File: src/rtl/mmio_hub_if.sv
`default_nettype none
// ============================================================================
// Module   : mmio_hub_if
// Brief    : MEM-stage request/response bus between the core and mmio_hub.
// Revision : 1.0 - initial release
// ============================================================================
interface mmio_hub_if #(
    parameter int DATA_W = 32
) ();
    logic                  req_valid;
    logic                  req_write;
    logic [31:0]           req_addr;
    logic [DATA_W-1:0]     req_wdata;
    logic [DATA_W/8-1:0]   req_be;
    logic [DATA_W-1:0]     rdata;

    modport master (
        output req_valid, req_write, req_addr, req_wdata, req_be,
        input  rdata
    );

    modport slave (
        input  req_valid, req_write, req_addr, req_wdata, req_be,
        output rdata
    );
endinterface
`default_nettype wire

File: src/rtl/mmio_hub.sv
`default_nettype none
// ============================================================================
// Module   : mmio_hub
// Brief    : MMIO decode for the MEM stage: BRAM gating, byte-writable output
//            registers and FIFO-buffered input channels with interrupts.
// Revision : 1.0 - initial release
// ============================================================================
module mmio_hub #(
    parameter int DATA_W     = 32,
    parameter int N_IN       = 2,
    parameter int N_OUT      = 2,
    parameter int OUT_W      = 16,
    parameter int FIFO_DEPTH = 4
) (
    input  wire logic                     clk,
    input  wire logic                     rst,
    mmio_hub_if.slave                     bus,
    input  wire logic [DATA_W-1:0]        bram_rdata,
    output logic      [DATA_W/8-1:0]      bram_we,
    input  wire logic [N_IN*DATA_W-1:0]   in_data,
    input  wire logic [N_IN-1:0]          in_valid,
    output logic      [N_OUT*OUT_W-1:0]   out_regs,
    output logic      [N_OUT-1:0]         out_wr,
    output logic                          irq
);
    localparam int c_OUT_BYTES = OUT_W / 8;
    localparam int c_PTR_W     = (FIFO_DEPTH > 1) ? $clog2(FIFO_DEPTH) : 1;
    localparam int c_CNT_W     = c_PTR_W + 1;

    logic [3:0]               w_region;
    logic [5:0]               w_out_idx;
    logic [3:0]               w_ch;
    logic [1:0]               w_reg;
    logic                     w_load;
    logic                     w_store;
    logic [N_OUT*DATA_W-1:0]  w_out_rd;
    logic [N_IN*DATA_W-1:0]   w_ch_rd;
    logic [N_IN-1:0]          w_irq_ch;
    logic [DATA_W-1:0]        w_load_data;
    logic                     r_rd_bram;
    logic [DATA_W-1:0]        r_rd_hold;
    logic                     w_unused;

    assign w_region  = bus.req_addr[31:28];
    assign w_out_idx = bus.req_addr[7:2];
    assign w_ch      = bus.req_addr[11:8];
    assign w_reg     = bus.req_addr[3:2];
    assign w_load    = bus.req_valid & ~bus.req_write;
    assign w_store   = bus.req_valid &  bus.req_write;
    assign w_unused  = ^{bus.req_addr[27:12], bus.req_addr[1:0], bus.req_wdata};

    assign bram_we = (w_store && (w_region == 4'h0)) ? bus.req_be : '0;

    for (genvar j = 0; j < N_OUT; j++) begin : g_out
        logic [OUT_W-1:0] r_val;
        logic             r_wr;
        logic             w_hit;

        assign w_hit = w_store && (w_region == 4'h2) && (w_out_idx == 6'(j));

        always_ff @(posedge clk) begin
            if (rst) begin
                r_val <= '0;
                r_wr  <= 1'b0;
            end else begin
                r_wr <= w_hit;
                for (int b = 0; b < c_OUT_BYTES; b++) begin
                    if (w_hit && bus.req_be[b]) begin
                        r_val[b*8 +: 8] <= bus.req_wdata[b*8 +: 8];
                    end
                end
            end
        end

        assign out_regs[j*OUT_W +: OUT_W]  = r_val;
        assign out_wr[j]                   = r_wr;
        assign w_out_rd[j*DATA_W +: DATA_W] = DATA_W'(r_val);
    end

    for (genvar i = 0; i < N_IN; i++) begin : g_in
        logic [DATA_W-1:0]  r_mem [FIFO_DEPTH];
        logic [c_PTR_W-1:0] r_wptr;
        logic [c_PTR_W-1:0] r_rptr;
        logic [c_CNT_W-1:0] r_count;
        logic [7:0]         r_ovf;
        logic               r_irq_en;
        logic               w_sel, w_empty, w_full, w_pop, w_clr, w_ctrl;
        logic               w_flush, w_push, w_drop;
        logic [31:0]        w_status;
        logic [DATA_W-1:0]  w_rd;

        assign w_sel   = bus.req_valid && (w_region == 4'h3) && (w_ch == 4'(i));
        assign w_empty = (r_count == '0);
        assign w_full  = (r_count == c_CNT_W'(FIFO_DEPTH));
        assign w_pop   = w_sel && !bus.req_write && (w_reg == 2'd0) && !w_empty;
        assign w_clr   = w_sel &&  bus.req_write && (w_reg == 2'd1);
        assign w_ctrl  = w_sel &&  bus.req_write && (w_reg == 2'd2);
        assign w_flush = w_ctrl && bus.req_wdata[0];
        // A pop in the same cycle frees the slot, so a push on full still lands.
        assign w_push  = in_valid[i] && (!w_full || w_pop) && !w_flush;
        assign w_drop  = in_valid[i] &&   w_full && !w_pop  && !w_flush;

        always_ff @(posedge clk) begin
            if (rst) begin
                r_wptr   <= '0;
                r_rptr   <= '0;
                r_count  <= '0;
                r_ovf    <= '0;
                r_irq_en <= 1'b0;
            end else begin
                if (w_flush) begin
                    r_wptr  <= '0;
                    r_rptr  <= '0;
                    r_count <= '0;
                end else begin
                    if (w_push) r_wptr <= r_wptr + 1'b1;
                    if (w_pop)  r_rptr <= r_rptr + 1'b1;
                    r_count <= r_count + c_CNT_W'(w_push) - c_CNT_W'(w_pop);
                end
                if (w_clr) begin
                    r_ovf <= '0;
                end else if (w_drop && (r_ovf != 8'hFF)) begin
                    r_ovf <= r_ovf + 8'd1;
                end
                if (w_ctrl) r_irq_en <= bus.req_wdata[1];
            end
        end

        always_ff @(posedge clk) begin
            if (!rst && w_push) begin
                r_mem[r_wptr] <= in_data[i*DATA_W +: DATA_W];
            end
        end

        assign w_status = {8'h00, r_ovf, 8'(r_count), 6'h00, w_full, w_empty};

        always_comb begin
            w_rd = '0;
            case (w_reg)
                2'd0:    w_rd = w_empty ? '0 : r_mem[r_rptr];
                2'd1:    w_rd = DATA_W'(w_status);
                2'd2:    w_rd = DATA_W'({r_irq_en, 1'b0});
                default: w_rd = '0;
            endcase
        end

        assign w_ch_rd[i*DATA_W +: DATA_W] = w_rd;
        assign w_irq_ch[i] = r_irq_en & ~w_empty;
    end

    assign irq = |w_irq_ch;

    always_comb begin
        w_load_data = '0;
        for (int j = 0; j < N_OUT; j++) begin
            if ((w_region == 4'h2) && (w_out_idx == 6'(j))) begin
                w_load_data = w_out_rd[j*DATA_W +: DATA_W];
            end
        end
        for (int i = 0; i < N_IN; i++) begin
            if ((w_region == 4'h3) && (w_ch == 4'(i))) begin
                w_load_data = w_ch_rd[i*DATA_W +: DATA_W];
            end
        end
    end

    // BRAM data is only valid for one cycle; capture it so rdata holds afterwards.
    always_ff @(posedge clk) begin
        if (rst) begin
            r_rd_bram <= 1'b0;
            r_rd_hold <= '0;
        end else begin
            r_rd_bram <= w_load && (w_region == 4'h0);
            if (w_load && (w_region != 4'h0)) begin
                r_rd_hold <= w_load_data;
            end else if (r_rd_bram) begin
                r_rd_hold <= bram_rdata;
            end
        end
    end

    assign bus.rdata = r_rd_bram ? bram_rdata : r_rd_hold;
endmodule
`default_nettype wire

File: src/flat_wrapper.sv
// flat-port wrapper written by rule: the top's interface ports become plain ports
module mmio_hub_flat 
#(
    parameter int DATA_W     = 32,
    parameter int N_IN       = 2,
    parameter int N_OUT      = 2,
    parameter int OUT_W      = 16,
    parameter int FIFO_DEPTH = 4
)
  (clk, rst, bram_rdata, bram_we, in_data, in_valid, out_regs, out_wr, irq, bus_req_valid, bus_req_write, bus_req_addr, bus_req_wdata, bus_req_be, bus_rdata);
  mmio_hub_if #(.DATA_W(DATA_W)) bus_i ();
  input  wire logic clk;
  input  wire logic rst;
  input  wire logic [DATA_W-1:0] bram_rdata;
  output logic      [DATA_W/8-1:0] bram_we;
  input  wire logic [N_IN*DATA_W-1:0] in_data;
  input  wire logic [N_IN-1:0] in_valid;
  output logic      [N_OUT*OUT_W-1:0] out_regs;
  output logic      [N_OUT-1:0] out_wr;
  output logic irq;
  input wire logic [$bits(bus_i.req_valid)-1:0] bus_req_valid;
  input wire logic [$bits(bus_i.req_write)-1:0] bus_req_write;
  input wire logic [$bits(bus_i.req_addr)-1:0] bus_req_addr;
  input wire logic [$bits(bus_i.req_wdata)-1:0] bus_req_wdata;
  input wire logic [$bits(bus_i.req_be)-1:0] bus_req_be;
  output wire logic [$bits(bus_i.rdata)-1:0] bus_rdata;
  assign bus_i.req_valid = bus_req_valid;
  assign bus_i.req_write = bus_req_write;
  assign bus_i.req_addr = bus_req_addr;
  assign bus_i.req_wdata = bus_req_wdata;
  assign bus_i.req_be = bus_req_be;
  assign bus_rdata = bus_i.rdata;
  mmio_hub #(.DATA_W(DATA_W), .N_IN(N_IN), .N_OUT(N_OUT), .OUT_W(OUT_W), .FIFO_DEPTH(FIFO_DEPTH)) u_core (.clk(clk), .rst(rst), .bus(bus_i), .bram_rdata(bram_rdata), .bram_we(bram_we), .in_data(in_data), .in_valid(in_valid), .out_regs(out_regs), .out_wr(out_wr), .irq(irq));
endmodule
File: config.mk
export PLATFORM = sky130hd
export DESIGN_NAME = mmio_hub_flat
export DESIGN_NICKNAME = d
export VERILOG_FILES = /design/src/rtl/mmio_hub_if.sv /design/src/rtl/mmio_hub.sv /design/src/flat_wrapper.sv
export SDC_FILE = /design/constraint.sdc
export NUM_CORES = 1
export LEC_CHECK = 0
export BUFFER_PORTS_ARGS = -buffer_cell sky130_fd_sc_hd__buf_2
export CORE_MARGIN = 10
export CORE_UTILIZATION = 48
export DETAILED_ROUTE_END_ITERATION = 12
export PLACE_DENSITY = 0.67
export SYNTH_ARGS = -nofsm -noshare
export SYNTH_HDL_FRONTEND = slang
export SYNTH_SLANG_ARGS = --single-unit
export TNS_END_PERCENT = 50
File: constraint.sdc
create_clock -name clk -period 4.2 [get_ports clk]
set_input_delay 0.42 -clock clk [delete_from_list [all_inputs] [get_ports clk]]
set_output_delay 0.42 -clock clk [all_outputs]
set_load 0.01 [all_outputs]
* Word-level counts from Yosys, hierarchy flattened
Memories as Yosys holds them, arrays and structs flattened. A register that Yosys moved wholly into a read port is not among the register bits.
Cells that the tools add are included.
** Storage, ports and cells
- Flip-flop bits (word level) :: 99
- Bits in writable memories :: 256
- Bits of input ports :: 170
- Word-level logic and storage cells :: 135
- Memories :: 2
** Operators by class
- $add $sub $neg :: 10
- Eq/ne operators :: 10
- Muxes and demuxes :: 19
- Bitwise gates (word level) :: 7
- Reductions and logical operators :: 69
** Memory list
- u_core.g_in[0].r_mem :: depth 4, bits a word 32, read ports 1, clocked after Yosys merged registers in 1, write ports 1, RTL line mmio_hub.sv:81 : logic [DATA_W-1:0] r_mem [FIFO_DEPTH];
- u_core.g_in[1].r_mem :: depth 4, bits a word 32, read ports 1, clocked after Yosys merged registers in 1, write ports 1, RTL line mmio_hub.sv:81
** Operator list (count)
- $mux W32 :: 6
- $pmux W32 S3 :: 2
- $logic_and A1 B1 Y1 :: 45
- $mux W16 :: 2
- $add A8 B1 Y8 const B :: 2
- $ne A8 B8 Y1 const B :: 2
- $logic_not A1 Y1 :: 10
- $reduce_or A2 Y1 :: 5
- $add A2 B1 Y2 const B :: 4
- $eq A4 B2 Y1 const B :: 2
- $logic_not A4 Y1 :: 2
- $mux W2 :: 4
- $add A3 B1 Y3 :: 2
- $eq A3 B3 Y1 const B :: 2
- $eq A6 B1 Y1 const B :: 1
- $logic_not A3 Y1 :: 2
- $logic_not A6 Y1 :: 1
- $sub A3 B1 Y3 :: 2
- $and A1 B1 Y1 :: 4
- $eq A4 B1 Y1 const B :: 1
- $mux W1 :: 4
- $mux W4 :: 1
- $reduce_bool A4 Y1 :: 1
- $not A1 Y1 :: 3
- other kinds (4) :: 5

* Logic depth before layout (Yosys ltp)
- Depth after elaboration :: 12
- Gate-level depth with buffers :: 12
- Depth with buffers taken out :: 11

* Worst setup path after synthesis
No wires, ideal clock.
- Path type :: input port to flip-flop
- Start point :: input port bus_req_addr[9]
- End point :: memory u_core.g_in[1].r_mem[0][0], enable pin
- Setup time :: 0.392 ns
- Arrival time :: 2.415 ns
- Required time :: 3.808 ns
- Setup slack :: 1.393 ns
- Cell stages on the path :: 6
- Cell sequence :: nor4b_4 > buf_4 > nand3_1 > a221oi_4 > and2b_1 > and2_1
** Between the ends
- Cells in the longest elaborated chain, start to end :: 11
** Ends and longest elaborated chain
- start: declaration :: RTL line flat_wrapper.sv:23 : input wire logic [$bits(bus_i.req_addr)-1:0] bus_req_addr;
- $eq A4 B1 Y1 (*) :: RTL line mmio_hub.sv:92 : assign w_sel = bus.req_valid && (w_region == 4'h3) && (w_ch == 4'(i));
- $logic_and A1 B1 Y1 (*) :: RTL line mmio_hub.sv:92
- $logic_and A1 B1 Y1 (3 in series) :: RTL line mmio_hub.sv:95 : assign w_pop = w_sel && !bus.req_write && (w_reg == 2'd0) && !w_empty;
- $logic_or A1 B1 Y1 :: RTL line mmio_hub.sv:100 : assign w_push = in_valid[i] && (!w_full || w_pop) && !w_flush;
- $logic_and A1 B1 Y1 :: RTL line mmio_hub.sv:100
- $logic_and A1 B1 Y1 (*) :: RTL line mmio_hub.sv:100
- $logic_and A1 B1 Y1 (*) :: RTL line mmio_hub.sv:130 : if (!rst && w_push) begin
- $mux W1 (*) :: RTL line mmio_hub.sv:130
- $mux W1 (not written as such) (*) :: RTL line mmio_hub.sv:131 : r_mem[r_wptr] <= in_data[i*DATA_W +: DATA_W];
- end: declaration :: RTL line mmio_hub.sv:81
Mark *: on every way between the ends. The rest lies on a longest branch, timed or not.

* Final worst setup path
- Start point :: input port bus_req_addr[9]
- End point :: register u_core.g_in[1].r_count[2]
** Between the ends
- Cells in the longest elaborated chain, start to end :: 10
** Ends and longest elaborated chain
- $eq A4 B1 Y1 (*) :: RTL line mmio_hub.sv:92
- $logic_and A1 B1 Y1 (*) :: RTL line mmio_hub.sv:92
- $logic_and A1 B1 Y1 (*) (3 in series) :: RTL line mmio_hub.sv:95
- via u_core.g_in[1].w_pop :: RTL line mmio_hub.sv:87 : logic w_sel, w_empty, w_full, w_pop, w_clr, w_ctrl;
- $logic_or A1 B1 Y1 :: RTL line mmio_hub.sv:100
- $logic_and A1 B1 Y1 (2 in series) :: RTL line mmio_hub.sv:100
- $add A3 B1 Y3 :: RTL line mmio_hub.sv:118 : r_count <= r_count + c_CNT_W'(w_push) - c_CNT_W'(w_pop);
- $sub A3 B1 Y3 (*) :: RTL line mmio_hub.sv:118
- end signal: assignment :: RTL line mmio_hub.sv:118
- end: declaration :: RTL line mmio_hub.sv:84 : logic [c_CNT_W-1:0] r_count;
The timed path passes the listed nets; every way through them passes the cells marked *.
A chain may end at the register's enable or synchronous reset.

==> results.ini <==
[synthesis]
yosysSeqAreaShare_pct = 65.42
yosysMostFrequentCell = edfxtp_1
syn-num-nets = 1156
yosysTopAreaCell = edfxtp_1
synth_warnings = 0
async_flop_share_pct = 0
synth_area_leaders = edfxtp_1, dfxtp_1, mux4_2, nor2_1, mux2i_1
synthTopCellsByCount = edfxtp_1, dfxtp_1, nor2_1
avgSynthCellArea_sq_um = 15.36
synth_edf_count = 256
synth.top_cell.area_share_pct = 51.59
synth.distinct_cells = 65
ys_ff_latch = 359
synth_cells = 970
synth.cell_area_sq_mm = 0.01490
ys.flop_type = edfxtp_1

[timing]
fmax_mhz = 378.9
finalHoldViolCount = 0
slew_viol_final = 0
setup_viol = 0
rsz0062_at_grt = no
totalNegativeSetupSlack_ps = 0
worstMarginPinSlew_ps = 1007
fin_crit_sh_pct = 62.83
max_slew_margin_pct = 32.90
fin_crit_ps = 2639
finClkSkew_ps = 8.610
worst_slack_ps = 1561

[critical_path]
worstPathRequired_ps = 4600
cp_max_fo = 21
r2r_end = u_core.g_in[0].r_count[2]
arrival_ps = 3040
crit_type = primary input to flip-flop
critPathLaunchType = primary input
r2r_setup_slack_ps = 1740
rr_worst_depth = 10
crit_path_end_kind = flip-flop
rr_startpoint = u_core.g_in[0].r_count[1]

[floorplanning]
dieArea_sq_mm = 0.03849
coreArea_sq_mm = 0.03059
ios = 241
die_w_microns = 196.2
start_util_pct = 48.72
die_h_microns = 196.2
rows = 64

[outcome]
status = completed

[place]
pre_cts_ws_ps = 1072
place.gp.congestion = 0.8945
placed_area_sq_mm = 0.01632
io_buffer_count = 206
dp_hpwl_microns = 25870
dpl.cell_count = 1534

[finish]
n_fill_cell = 2475
finalNetCount = 1365
seq_area_sq_mm = 0.009753
fin_area_sq_mm = 0.01765
drive_above_1_share_pct = 33.39
fin_cells = 1616
syn_to_final_growth_pct = 18.42
multi_input_area_sq_mm = 0.004805

[routing]
drc = 0
vias_per_cell = 5.731
drt-initial-drc-count = 675
ant_nets = 0
vias = 9262
routedWlPerCell_microns = 23.55
wl_microns = 38050
dr.pass1.iters = 5

[worst_hold_path]
hold_path.class = primary input to flip-flop
whs_path_depth = 1
min_to = u_core.g_in[0].r_mem[0][29]
hold_start = in_data[29]

[clocking]
clock_latency_ps = 530
clockBufferDepth = 3
h-tree-depth = 2
cts_resized = 0
clock-root-buffer = clkbuf_16
cts_sinks = 359
cts_hold_buf = 0
postCtsSetupBuffers = 0
cts_buffers = 39
cts_tree = done
path_clk_slew_ps = 60

[power]
p_leak_uw = 0.006558
power.total_uw = 8096
irDropWorstVdd_mv = 0.3362
power_density_mw_per_mm2 = 458.8

[global_routing]
grt_max_degree = 68
grt_pass1_vias = 9522
overflow = 0
antenna_found_initial = 12
grt_use_total_pct = 19.25
grt_pass1_wl_microns = 57260

[job]
cap_violations = 0

-- report_power, final --
| group | internal [uW] | switching, uW |
|---|---|---|
| Clock | 2080 | 1360 |
| Combinational | 241 | 368 |
| Sequential | 3980 | 70.3 |
-- metrics by stage --
step	hold slack [ps]	utilization, %
2_1_floorplan	450.0	-
3_3_place_gp	464.2	53.35
3_5_place_dp	479.7	53.35
4_1_cts	87.38	57.61
5_1_grt	89.95	57.67
6_report	103.1	57.69
-- worst max-delay path by stage --
stage	start	to	cells after the start
6_report	bus_req_addr[9]	u_core.g_in[1].r_count[2]	11
5_1_grt	bus_req_addr[9]	u_core.g_in[1].r_count[2]	11
4_1_cts	bus_req_addr[9]	u_core.g_in[1].r_count[2]	11
3_5_place_dp	bus_req_addr[9]	u_core.g_in[1].r_count[2]	11
3_3_place_gp	bus_req_addr[9]	u_core.g_in[1].r_count[2]	11
2_1_floorplan	bus_req_addr[9]	u_core.g_in[1].r_mem[0][0]	6
-- layer usage --
metal  up-vias  GRT usage [%]  share of wire (%)
met5         -              0               0.17
met4         8          7.127                2.7
met3        77          5.166                7.3
met2       328          32.14                 50
met1      4651          23.45                 40
li1       4198              -                  -
-- layout make-up --
class | count | share of cell area (%)
sequential | 359 | 55.27
multi-input combinational | 529 | 27.23
timing repair buffer | 225 | 6.651
clock buffer | 51 | 6.190
tap | 396 | 2.808
clock inverter | 21 | 1.184
inverter | 25 | 0.5318
antenna | 10 | 0.1418
-- layout by cell type (no fill, tap or decap), types with 9 or more instances in the layout --
cell type	n
ha_1	14
nand2_1	14
a22oi_1	15
and2_1	12
mux2i_1	36
clkinv_1	9
edfxtp_1	256
xor2_1	13
a211oi_1	11
buf_4	19
a21oi_1	28
nor2_1	97
o211ai_1	10
mux4_2	64
dfxtp_1	100
a311oi_1	11
clkbuf_16	40
inv_1	25
mux2_2	32
nor2b_1	24
nand3_1	14
a32oi_1	11
buf_2	206
a22o_1	10
nand4_1	17
nor3_1	15
diode_2	10
-- registers in the layout, summed over array words and instances, names as in the netlist, named ones only --
register / cells
u_core.r_rd_bram: 1
u_core.g_out.r_val: 32
u_core.g_in.r_rptr: 4
u_core.g_in.r_wptr: 4
u_core.g_in.r_mem: 256
u_core.g_in.r_count: 6
u_core.g_in.r_irq_en: 2
u_core.g_out.r_wr: 2
u_core.g_in.r_ovf: 16
u_core.r_rd_hold: 32
-- logic make-up (layout without fill, tap and decap cells) --
family / after synthesis / after routing / share of synthesized area, %
DFF: 359 / 359 / 65.42
AOI/OAI and AO/OA: 125 / 125 / 6.348
muxes: 132 / 132 / 14.51
other: 0 / 10 / 0
and+or+nand+nor: 235 / 235 / 8.665
buffers and inverters: 82 / 322 / 2.376
adders and majority gates: 16 / 16 / 1.444
xor gates and xnor gates: 21 / 21 / 1.234
-- critical path: stages --
cell and delay [ps]:
buf_2 120, nor4b_4 320, buf_4 320, nand2_1 360, nor3_1 450, ha_1 210, inv_1 40, ha_1 200
fa_1 410, xnor2_1 160, nor2_1 50
(Power assumes the default switching activity.)
